[src/rtl/ram_arbiter.sv]
// Two-port round-robin arbiter for a single-port synchronous RAM: every access runs IDLE->ISSUE->WAIT->DONE.
// Define RAM_ARB_STATS_EN to add saturating grant/conflict counters as outputs.
module ram_arbiter #(
   parameter int ADDR_WIDTH = 16,
   parameter int DATA_WIDTH = 16
) (
   input  logic                  clk,
   input  logic                  reset,
   input  logic                  req0,
   input  logic                  we0,
   input  logic [ADDR_WIDTH-1:0] addr0,
   input  logic [DATA_WIDTH-1:0] wdata0,
   output logic                  ack0,
   output logic [DATA_WIDTH-1:0] rdata0,
   input  logic                  req1,
   input  logic                  we1,
   input  logic [ADDR_WIDTH-1:0] addr1,
   input  logic [DATA_WIDTH-1:0] wdata1,
   output logic                  ack1,
   output logic [DATA_WIDTH-1:0] rdata1,
   output logic                  ram_en,
   output logic                  ram_we,
   output logic [ADDR_WIDTH-1:0] ram_addr,
   output logic [DATA_WIDTH-1:0] ram_wdata,
   input  logic [DATA_WIDTH-1:0] ram_rdata
`ifdef RAM_ARB_STATS_EN
   ,
   output logic [15:0]           grant_cnt0,
   output logic [15:0]           grant_cnt1,
   output logic [15:0]           conflict_cnt
`endif
);

   typedef enum logic [1:0] {S_IDLE, S_ISSUE, S_WAIT, S_DONE} state_t;

   state_t                state_q, state_d;
   logic                  last_grant_q, last_grant_d;
   logic                  owner_q, owner_d;
   logic                  op_we_q, op_we_d;
   logic                  ack0_q, ack0_d;
   logic                  ack1_q, ack1_d;
   logic [DATA_WIDTH-1:0] rdata0_q, rdata0_d;
   logic [DATA_WIDTH-1:0] rdata1_q, rdata1_d;
   logic                  ram_en_q, ram_en_d;
   logic                  ram_we_q, ram_we_d;
   logic [ADDR_WIDTH-1:0] ram_addr_q, ram_addr_d;
   logic [DATA_WIDTH-1:0] ram_wdata_q, ram_wdata_d;

   logic grant_valid;
   logic grant_port;
   logic conflict;

   // On a tie the port that did not win last time goes next, so neither side starves.
   always_comb begin
      conflict    = req0 && req1;
      grant_valid = (state_q == S_IDLE) && (req0 || req1);
      grant_port  = conflict ? ~last_grant_q : req1;
   end

   // NOTE: sequential state uses non-blocking assignments so every flop samples pre-edge values.
   always_ff @(posedge clk) begin
      if (reset) state_q <= S_IDLE;
      else       state_q <= state_d;
   end

   always_comb begin
      state_d = state_q;
      unique case (state_q)
         S_IDLE:  if (grant_valid) state_d = S_ISSUE;
         S_ISSUE: state_d = S_WAIT;
         S_WAIT:  state_d = S_DONE;
         S_DONE:  state_d = S_IDLE;
      endcase
   end

   // NOTE: every signal gets a default before the case so no latch is inferred.
   always_comb begin
      last_grant_d = last_grant_q;
      owner_d      = owner_q;
      op_we_d      = op_we_q;
      ack0_d       = 1'b0;
      ack1_d       = 1'b0;
      rdata0_d     = rdata0_q;
      rdata1_d     = rdata1_q;
      ram_en_d     = 1'b0;
      ram_we_d     = 1'b0;
      ram_addr_d   = ram_addr_q;
      ram_wdata_d  = ram_wdata_q;
      unique case (state_q)
         S_IDLE: begin
            if (grant_valid) begin
               owner_d      = grant_port;
               last_grant_d = grant_port;
               op_we_d      = grant_port ? we1 : we0;
               ram_en_d     = 1'b1;
               ram_we_d     = grant_port ? we1 : we0;
               ram_addr_d   = grant_port ? addr1 : addr0;
               ram_wdata_d  = grant_port ? wdata1 : wdata0;
            end
         end
         S_WAIT: begin
            // ram_rdata is valid now, one cycle after the RAM sampled the command.
            if (owner_q) begin
               ack1_d = 1'b1;
               if (!op_we_q) rdata1_d = ram_rdata;
            end else begin
               ack0_d = 1'b1;
               if (!op_we_q) rdata0_d = ram_rdata;
            end
         end
         default: ;
      endcase
   end

   always_ff @(posedge clk) begin
      if (reset) begin
         last_grant_q <= 1'b1;
         owner_q      <= 1'b0;
         op_we_q      <= 1'b0;
         ack0_q       <= 1'b0;
         ack1_q       <= 1'b0;
         rdata0_q     <= '0;
         rdata1_q     <= '0;
         ram_en_q     <= 1'b0;
         ram_we_q     <= 1'b0;
         ram_addr_q   <= '0;
         ram_wdata_q  <= '0;
      end else begin
         last_grant_q <= last_grant_d;
         owner_q      <= owner_d;
         op_we_q      <= op_we_d;
         ack0_q       <= ack0_d;
         ack1_q       <= ack1_d;
         rdata0_q     <= rdata0_d;
         rdata1_q     <= rdata1_d;
         ram_en_q     <= ram_en_d;
         ram_we_q     <= ram_we_d;
         ram_addr_q   <= ram_addr_d;
         ram_wdata_q  <= ram_wdata_d;
      end
   end

   assign ack0      = ack0_q;
   assign ack1      = ack1_q;
   assign rdata0    = rdata0_q;
   assign rdata1    = rdata1_q;
   assign ram_en    = ram_en_q;
   assign ram_we    = ram_we_q;
   assign ram_addr  = ram_addr_q;
   assign ram_wdata = ram_wdata_q;

`ifdef RAM_ARB_STATS_EN
   logic [15:0] grant_cnt0_q, grant_cnt0_d;
   logic [15:0] grant_cnt1_q, grant_cnt1_d;
   logic [15:0] conflict_cnt_q, conflict_cnt_d;

   // Counters stick at all-ones rather than wrapping.
   always_comb begin
      grant_cnt0_d   = grant_cnt0_q;
      grant_cnt1_d   = grant_cnt1_q;
      conflict_cnt_d = conflict_cnt_q;
      if (grant_valid) begin
         if (!grant_port && grant_cnt0_q != 16'hFFFF) grant_cnt0_d = grant_cnt0_q + 16'd1;
         if (grant_port && grant_cnt1_q != 16'hFFFF)  grant_cnt1_d = grant_cnt1_q + 16'd1;
         if (conflict && conflict_cnt_q != 16'hFFFF)  conflict_cnt_d = conflict_cnt_q + 16'd1;
      end
   end

   always_ff @(posedge clk) begin
      if (reset) begin
         grant_cnt0_q   <= '0;
         grant_cnt1_q   <= '0;
         conflict_cnt_q <= '0;
      end else begin
         grant_cnt0_q   <= grant_cnt0_d;
         grant_cnt1_q   <= grant_cnt1_d;
         conflict_cnt_q <= conflict_cnt_d;
      end
   end

   assign grant_cnt0   = grant_cnt0_q;
   assign grant_cnt1   = grant_cnt1_q;
   assign conflict_cnt = conflict_cnt_q;
`endif

endmodule

[config.mk]
export PLATFORM = sky130hd
export DESIGN_NAME = ram_arbiter
export DESIGN_NICKNAME = d
export VERILOG_FILES = /design/src/rtl/ram_arbiter.sv
export SDC_FILE = /design/constraint.sdc
export NUM_CORES = 1
export LEC_CHECK = 0
export CORE_MARGIN = 2
export CORE_UTILIZATION = 40
export CTS_CLUSTER_DIAMETER = 200
export DETAILED_ROUTE_END_ITERATION = 10
export PLACE_DENSITY = 0.8
export SYNTH_ARGS = -nofsm -noshare
export SYNTH_HDL_FRONTEND = slang
export SYNTH_SLANG_ARGS = --single-unit
[constraint.sdc]
create_clock -name clk -period 1.6 [get_ports clk]
set_input_delay 0.48 -clock clk [delete_from_list [all_inputs] [get_ports clk]]
set_output_delay 0.48 -clock clk [all_outputs]
set_load 0.01 [all_outputs]
# ---- Yosys cells after proc, flatten, opt, wreduce, memory -nomap -nowiden
# Index checks and enable logic that the tools add are counted.
dict set report op_classes {
  eq_ne 4
  mux 9
  bitwise_logic 6
  n_reduce_logical 10
}
# cell n
set ops {}
lappend ops {{two-way mux 16 bit} 2}
lappend ops {{case mux 2 bit (4 select lines)} 1}
lappend ops {{NOT 1 bit} 6}
lappend ops {{AND reduction 3 bit} 2}
lappend ops {{two-way mux 1 bit} 5}
lappend ops {{equality test 2 bit (second input constant)} 2}
lappend ops {{OR reduction 2 bit} 2}
lappend ops {{OR reduction 3 bit} 1}
lappend ops {{equality test 2 x 1 -> 1 bit (second input constant)} 1}
lappend ops {{logical AND 1 bit} 2}
lappend ops {{zero test 2 bit} 1}
lappend ops {{two-way mux 2 bit} 1}
lappend ops {{!= test 2 bit (second input constant)} 1}
lappend ops {{AND reduction 2 bit} 1}
lappend ops {{logical OR 1 bit} 1}
dict set report word_totals {
  register_bits 73
  in_bits 86
  output_inout_bits 68
}

# ---- Longest topological paths before layout
# Gate-level depths: netlist of run 1.
dict set report logic_depth {
  depth_word 4
  ltp_mapped 7
  ltp_nobuf 5
}

# ---- Worst setup path after synthesis of run 1
# Ideal clock, no wire load.
dict set report synth_timing {
  path_type {reg-to-reg}
  start {register state_q[0]}
  end {register rdata0_q[10] (netlist: rdata0[10])}
  arrival_time_ns 1.324
  required_ns 1.468
  path_slack_ns 0.144
  path_stages_with_launch 8
  n_path_buf 2
  period_less_slack_ns 1.456
  cell_sequence {dfxtp_1 -> inv_1 -> ha_1 -> or3b_1 -> buf_2 -> buf_6 -> nand2_1 -> a21oi_1}
}
dict set report synth_via {
  elab_chain_cells 2
}
# element line_no
set synth_lines {}
lappend synth_lines {{start: declaration} 36} ;# state_t state_q, state_d;
lappend synth_lines {{start signal: assignment} 63} ;# else state_q <= state_d;
lappend synth_lines {{equality test 2 bit} 89} ;# unique case (state_q)
lappend synth_lines {{AND reduction 3 bit (no line)} -}
lappend synth_lines {{end signal: assignment} 134} ;# rdata0_q <= rdata0_d;
lappend synth_lines {{end: declaration} 42} ;# logic [DATA_WIDTH-1:0] rdata0_q, rdata0_d;
# Every way passes these cells.
# A chain may end at the register's enable or synchronous reset.

# ---- Worst setup path after layout of run 1
dict set report layout_timing {
  start {register state_q[0]}
  end {register state_q[1]}
}
dict set report layout_via {
  elab_chain_cells 3
  word_cells_on_any_way 7
  cone_classes {4 x eq/ne; 1 x mux; 2 x reduce/logical}
}
# element
set layout_lines {}
lappend layout_lines {{branches (longest 3 deep; another with case mux 2 bit (4 select lines))}}
# Several ways; the timed one is not identified.

==> results of run 1 <==
-- how the worst max path moves through the flow --
stage,startpoint,end,slack (ns),cells past startpoint
2_1_floorplan,state_q[0],rdata0[10],0.14,7
3_3_place_gp,req1,ram_wdata[1],-0.30,5
3_5_place_dp,req1,ram_wdata[3],-0.36,5
4_1_cts,req0,ram_wdata[3],0.04,5
5_1_grt,state_q[0],rdata0[2],0.006,7
6_report,state_q[0],state_q[1],0.11,5
-- state kept, by name, summed over array words and instances (netlist names) --
register      flops
ack1              1
state_q           2
ram_wdata        16
ram_addr         16
rdata0           16
owner_q           1
ram_en            1
ram_we            1
ack0              1
rdata1           16
last_grant_q      1
op_we_q           1
-- repair_timing --
item	CTS	global route
hold buffers	0	0
resized for setup	72	2
setup endpoints to repair	88	22
pin swaps	0	0
-- layer usage --
layer,GRT usage (%),up-vias
li1,-,1504
met1,23.3,1398
met2,35.4,143
met3,9.37,6
met4,6.97,0
met5,0,-
-- where the power goes --
part,total [µW],switching (µW),internal (µW),leakage [µW]
combinational,2980,1580,1400,0.00142
clock,1570,652,919,0.000113
sequential,2500,233,2270,0.000598
total,7050,2460,4580,0.00213
-- kinds of logic (layout without fill, tap and decap cells) --
group	Yosys count	in the layout	synth area share, %
DFF	73	73	47.4
muxes	1	1	0.325
AOI/OAI and AO/OA	106	106	25.7
and+or+nand+nor	144	144	19.2
buffers and inverters	32	186	6.13
adders and majority gates	3	3	1.22
-- metrics by stage --
stage               hold WS (ns)  cell area (µm²)  utilization (%)  cells
finish                     0.452             4900             64.4    615
global route               0.475             4900             64.4    615
CTS                        0.456             4900             64.4    615
detailed placement         0.449             4760             62.5    599
global placement           0.442             4760             62.5    599
floorplan                  0.478             3080                -    359
-- worst reg2reg max path, stage by stage (launching register included) --
cell	delay, ns
dfxtp_1	0.31
inv_1	0.10
ha_2	0.25
or3b_2	0.50
mux2i_1	0.16
nor2_1	0.05
-- cells in the final DEF (no fill, tap or decap), drive strengths merged --
cell type	n
nor2	38
mux2i	1
buf	16
o21a	1
or3b	2
or2	1
and3b	2
inv	2
dfxtp	73
nand2	98
nor3b	2
dlymetal6s2s	1
a31oi	1
a21bo	1
clkbuf	11
nand3b	1
a21boi	2
clkinv	3
a311oi	1
bufinv	2
a211oi	33
a21oi	65
o21ai	1
a22oi	1
dlygate4sd2	69
clkdlybuf4s50	82
ha	3
-- area by class of cell --
type                            count  area (µm²)
Multi-Input combinational cell    254        1440
Tap cell                          102         128
Sequential cell                    73        1460
Inverter                            2        7.51
Fill cell                         697        2710
Timing Repair Buffer              168        1640
Clock buffer                       11         141
Clock inverter                      5        78.8
==> impl_metrics.toml, run 1 <==
[drt]
wl_met1_um = 3510
drc_errors = 0
via_count = 3051
drtIter0Drc = 107
vias_per_cell = 4.96
wl_met2_um = 4130
wl_per_cell_um = 14.3
totalWireLength_um = 8770
ant_nets = 0
wl_met3_um = 1040
dr.pass1.iters = 5
top_layer = "met4"

[outcome]
status = "completed"

[sta]
post-route-min-period_ns = 1.49
finalWorstSetupSlack_ns = 0.113
final.setup_skew_ns = 0.0114
tightest_slew_ns = 0.345
relSlewSlack_pct = 77.0
finalSetupViolCount = 0
fin_crit_sh_pct = 92.9
tns_ns = 0
maxSlewViolCount = 0
hold_violations = 0
rsz0062_at_grt = "no"
fmax_mhz = 673

[clock_tree]
clock_path_buffers = 2
path_clk_slew_ns = 0.07
cts_tree = "done"
clock_latency_ns = 0.33
clock_sinks = 73
postCtsSetupBuffers = 0
ctsHtreeMaxLevel = 3
cts_buffers = 9
root_buffer = "clkbuf_8"

[layout]
n_antenna_cell = 0
drive_gt1_share_pct = 13.8
syn_to_final_growth_pct = 58.9
num-nets-final = 597

[place]
port_buffers = 153
dp_hpwl_um = 6540
pre_cts_slack_ns = -0.362
gp_routability_congestion = 0.755

[global_route]
grt-ovfl-total = 0
track_usage_pct = 20.8
grt_first_pass_wirelength_um = 14200
antenna_found_initial = 0
grt_max_degree = 33
grt_pass1_vias = 3055

[worst_setup_path]
critPathTopFamily = "simple AND/OR/NAND/NOR gates"
regToRegSetupSlack_ns = 0.11
cp_slowest_stage_delay_ns = 0.50
cp.arrival_ns = 1.69
reg2reg_depth = 5
worst_setup_path_start_kind = "flip-flop"
critPathCaptureType = "flip-flop"
crit_path_max_fanout = 6
crit_chain = "inv_1 > ha_2 > or3b_2 > mux2i_1 > nor2_1"
worstSetupPathType = "flip-flop to flip-flop"
r2r-end = "state_q[1]"
cp_slowest_cell = "or3b_2"
rr_startpoint = "state_q[0]"
required_ns = 1.81
crit_buf_inv = 1

[min_path]
min-delay-path-class = "flip-flop to flip-flop"
min_to = "rdata1[8]"
hold_depth = 2
hp-start = "rdata1[8]"

[synth]
ys_seq_elements = 73
yosys-top-cells-count = "nand2_1, dfxtp_1, a21oi_1"
synth_largest_area_cell = "dfxtp_1"
seq_area_frac_synth_pct = 47.4
synth_nets = 448
synth-edff-count = 0
netlist_top_cells_area = "dfxtp_1, nand2_1, a211oi_2"
avgSynthCellArea_um2 = 8.59
async_flop_share_pct = 0
yosys_warnings = 0
synth_ff_type = "dfxtp_1"
yosysMostFrequentCell = "nand2_1"
synth_top_cell_area_share_pct = 47.4
yosysUniqueCellTypes = 31
synthCells = 359
syn_area_um2 = 3080

[power]
p_per_area_nw_per_um2 = 1440
ir_drop_v = 0.000770
power_uw = 7050
leakagePower_uw = 0.00213

[floorplanning]
placeableCoreArea_um2 = 7610
initial_core_util_pct = 40.5
io_pins = 154
die_area_um2 = 8430
die_h_um = 91.8
die_w_um = 91.8
row_count = 32

[flow_run]
drv_cap = 0
No activity file was read; power rests on OpenSTA's default activity.
==> run 2, diff against run 1 <==
==> config.mk (replaced) <==
export PLATFORM = sky130hd
export DESIGN_NAME = ram_arbiter
export DESIGN_NICKNAME = d
export VERILOG_FILES = /design/src/rtl/ram_arbiter.sv
export SDC_FILE = /design/constraint.sdc
export NUM_CORES = 1
export LEC_CHECK = 0
export CORE_UTILIZATION = 43
export CTS_CLUSTER_DIAMETER = 200
export DETAILED_ROUTE_END_ITERATION = 10
export PLACE_DENSITY = 0.85
export SYNTH_ARGS = -nofsm -noshare
export SYNTH_HDL_FRONTEND = slang
export SYNTH_SLANG_ARGS = --single-unit
==> constraint.sdc (replaced) <==
create_clock -name clk -period 1.8 [get_ports clk]
set_input_delay 0.54 -clock clk [delete_from_list [all_inputs] [get_ports clk]]
set_output_delay 0.54 -clock clk [all_outputs]
set_load 0.01 [all_outputs]
==> impl_metrics.toml, run 2 (synthesis gave the netlist of run 1 again) <==
[outcome]
status = "completed"

[layout]
drive_gt1_share_pct = 12.7
n_antenna_cell = 0
final_common_cell = "clkdlybuf4s50_1"
most-common-layout-cells = "clkdlybuf4s50_1, nand2_1, dfxtp_1, a21oi_1, nor2_1"
num-nets-final = 595
final_util_pct = 72.8
syn_to_final_growth_pct = 62.0

[flow_run]
drv_cap = 0

[drt]
vias_per_cell = 5.08
drc_errors = 0
wl_per_cell_um = 14.5
totalWireLength_um = 8790
dr.pass1.iters = 5
ant_nets = 0
via_count = 3081
drtIter0Drc = 86

[sta]
relSlewSlack_pct = 59.0
fin_crit_sh_pct = 98.6
fmax_mhz = 564
final.setup_skew_ns = 0.00621
tightest_slew_ns = 0.615
post-route-min-period_ns = 1.77
tns_ns = 0
finalSetupViolCount = 0
hold_violations = 0
maxSlewViolCount = 0

[min_path]
min_to = "rdata1[10]"
min-delay-path-class = "flip-flop to flip-flop"
hold_depth = 2
hp-start = "rdata1[10]"

[worst_setup_path]
required_ns = 1.26
worst_setup_path_start_kind = "flip-flop"
r2r-end = "rdata1[2]"
reg2reg_depth = 6
critPathCaptureType = "output pin"
worstSetupPathType = "flip-flop to output pin"
cp_slowest_stage_delay_ns = 0.54
rr_startpoint = "state_q[0]"
cp_slowest_cell = "clkdlybuf4s50_1"
crit_chain = "clkdlybuf4s50_1"
regToRegSetupSlack_ns = 0.20
crit_buf_inv = 1
cp.arrival_ns = 1.23
critPathTopFamily = "buffers and inverters"
setup.worst_path.start = "ram_wdata[1]"
crit_path_max_fanout = 2

[clock_tree]
path_clk_slew_ns = 0.08
clock_latency_ns = 0.34
clock_path_buffers = 2
cts_buffers = 9
postCtsSetupBuffers = 0
ctsHtreeMaxLevel = 3
clock_sinks = 73
cts_tree = "done"
root_buffer = "clkbuf_8"

[power]
sequentialPowerShare_pct = 35.6
leakagePower_uw = 0.00224
power.switching_uw = 2220
ir_drop_v = 0.000684
p_per_area_nw_per_um2 = 1260
sw_frac_of_total_pct = 35.4
p_comb_share_pct = 44.2
power_uw = 6290
p_int_uw = 4070
clock_power_share_pct = 20.2

[global_route]
grt_pass1_vias = 3034
grt_first_pass_wirelength_um = 13800
track_usage_pct = 24.0
grt_max_degree = 35
antenna_found_initial = 0
grt-ovfl-total = 0

[floorplanning]
io_pins = 154
die_h_um = 86.7
die_w_um = 86.7
die_area_um2 = 7520
initial_core_util_pct = 44.9
placeableCoreArea_um2 = 6870
row_count = 30

[place]
dp_hpwl_um = 6430
port_buffers = 153
gp_routability_congestion = 0.806
[run 2: final cells by class]
type | instances | area, µm²
multi-input combinational | 254 | 1430
fill | 528 | 1870
timing repair buffer | 166 | 1780
tap | 96 | 120
sequential | 73 | 1460
clock buffer | 11 | 141
clock inverter | 5 | 55.1
inverter | 2 | 7.51
[run 2: worst max-delay path by stage]
stage | depth (start not counted) | slack [ns] | to
after CTS | 1 | 0.0001 | ram_addr[1]
after global routing | 1 | -0.002 | rdata1[14]
final | 1 | 0.03 | ram_wdata[1]
after detailed placement | 5 | -0.20 | ram_wdata[0]
after global placement | 4 | -0.16 | state_q[1]
after floorplan | 7 | 0.34 | rdata0[10]
[run 2: power by group through the flow]
stage               clock network, µW  registers (µW)  logic [µW]
finish                           1270            2240        2780
global route                     1360            2280        3030
CTS                              1310            2250        2850
detailed placement                  0            2280        2880
global placement                    0            2250        2800
floorplan                           0            2410        1440
[run 2: layer usage]
metal  track usage, %  part of all wire, %
met5                0                    0
met3             8.67                  9.7
met2             43.7                   51
met1             25.2                   39
met4             9.09                  1.1
[run 2: through the flow]
step / hold slack (ns) / std cells / instance area, µm² / worst slack, ns
6_report: 0.455 / 607 / 5000 / 0.0256
5_1_grt: 0.481 / 607 / 5000 / -0.00225
4_1_cts: 0.458 / 607 / 4930 / 0.000105
3_5_place_dp: 0.448 / 591 / 4750 / -0.202
3_3_place_gp: 0.440 / 591 / 4750 / -0.164
2_1_floorplan: 0.478 / 359 / 3080 / 0.344
[run 2: timing repair]
item                       CTS  global route
setup endpoints to repair    7            25
gates resized for setup      7            25
hold buffers                 0             0
pin swaps                    0             0
==> run 3, diff against run 2 <==
--- a/config.mk
+++ b/config.mk
@@ -9,6 +9,7 @@
 export CTS_CLUSTER_DIAMETER = 200
 export DETAILED_ROUTE_END_ITERATION = 10
 export PLACE_DENSITY = 0.85
+export REMOVE_ABC_BUFFERS = 1
 export SYNTH_ARGS = -nofsm -noshare
 export SYNTH_HDL_FRONTEND = slang
 export SYNTH_SLANG_ARGS = --single-unit
==> impl_metrics.toml, run 3 (synthesis gave the netlist of run 1 again) <==
[place]
gp_routability_congestion = 0.782
port_buffers = 153
dp_hpwl_um = 6230
placed_cell_area_um2 = 4700
placed_cells = 588

[sta]
tightest_slew_ns = 0.592
fin_crit_sh_pct = 98.2
fmax_mhz = 566
maxSlewViolCount = 0
relSlewSlack_pct = 60.5
hold_ws_ns = 0.454
post-route-min-period_ns = 1.77
finalSetupViolCount = 0
final.setup_skew_ns = 0.00754
hold_violations = 0
tns_ns = 0

[drt]
wl_per_cell_um = 14.4
dr.pass1.iters = 4
drc_errors = 0
vias_per_cell = 5.05
totalWireLength_um = 8700
drtIter0Drc = 93
via_count = 3054
ant_nets = 0

[worst_setup_path]
critPathCaptureType = "output pin"
crit_buf_inv = 1
worstSetupPathType = "flip-flop to output pin"
crit_path_max_fanout = 2
cp_slowest_cell = "clkdlybuf4s50_1"
cp.arrival_ns = 1.23
required_ns = 1.26
critPathTopFamily = "buffers and inverters"
worst_setup_path_start_kind = "flip-flop"
crit_chain = "clkdlybuf4s50_1"
cp_slowest_stage_delay_ns = 0.55

[floorplanning]
initial_core_util_pct = 44.9
die_h_um = 86.7
die_area_um2 = 7520
placeableCoreArea_um2 = 6870
die_w_um = 86.7
row_count = 30
io_pins = 154

[global_route]
gr-usage-met3_pct = 9.43
gr-usage-met1_pct = 26.5
grt_pass1_vias = 3038
grt_first_pass_wirelength_um = 13800
track_usage_pct = 23.8
antenna_found_initial = 0
grt_max_degree = 33
grt-ovfl-total = 0
grt-busiest-layer = "met2"
grt_use_met2_pct = 40.8

[layout]
most-common-layout-cells = "clkdlybuf4s50_1, nand2_1, dfxtp_1, a21oi_1, nor2_1"
final_common_cell = "clkdlybuf4s50_1"
final_cells = 605
n_fill_cell = 527
fin_area_um2 = 5020
drive_gt1_share_pct = 12.6
n_antenna_cell = 0
syn_to_final_growth_pct = 62.6
num-nets-final = 593

[power]
ir_drop_v = 0.000730
leakagePower_uw = 0.00234
p_per_area_nw_per_um2 = 1290

[min_path]
min-delay-path-class = "flip-flop to flip-flop"

[clock_tree]
path_clk_slew_ns = 0.08
clock_latency_ns = 0.34
clock_path_buffers = 2
root_buffer = "clkbuf_8"
cts_tree = "done"
cts_buffers = 9
ctsHtreeMaxLevel = 3
clock_sinks = 73

[flow_run]
drv_cap = 0

[outcome]
status = "completed"
-- run 3: final cells by class --
class | count | area [µm²] | area share, %
flip-flops and latches | 73 | 1460 | 29.1
multi-input cells | 254 | 1430 | 28.6
well taps | 96 | 120 | 2.39
repair buffers | 164 | 1770 | 35.2
clock inverters | 7 | 103 | 2.05
clock buffers | 9 | 124 | 2.47
inverters | 2 | 7.51 | 0.150
-- run 3: what timing repair did --
action	4_1_cts	5_1_grt
endpoints found under the setup margin	6	36
gates resized for setup	6	31
cloned	0	0
hold buffers	0	0
setup buffers	0	1
-- run 3: per-stage QoR --
stage,total power (µW),setup WS [ns],utilization [%]
after floorplan,3680,0.0798,-
after global placement,5030,-0.156,68.4
after detailed placement,5120,-0.191,68.4
after CTS,6550,0.000455,71.6
after global routing,6860,-0.0102,73.0
final,6470,0.0326,73.0
-- run 3: worst paths after layout --
path | start | endpoint | slack [ns] | cells past startpoint
hold / removal | rdata0[1] | rdata0[1] | 0.45 | 2
setup / recovery | rdata1[12] | rdata1[12] | 0.03 | 1
setup reg to reg | state_q[0] | rdata0[3] | 0.11 | 5
hold reg to reg | rdata0[1] | rdata0[1] | 0.45 | 2
-- run 3: where the power goes --
group          switching [µW]  internal, µW
clock network             648           795
logic                    1420          1380
registers                 211          2010
total                    2270          4190
-- run 3: layer usage --
| layer | share of wire [%] | wire length [µm] | vias to the layer above |
|---|---|---|---|
| met2 | 48 | 4200 | 130 |
| met4 | 1.6 | 138 | 0 |
| li1 | - | - | 1498 |
| met5 | 0 | 0 | - |
| met3 | 11 | 916 | 12 |
| met1 | 40 | 3440 | 1414 |
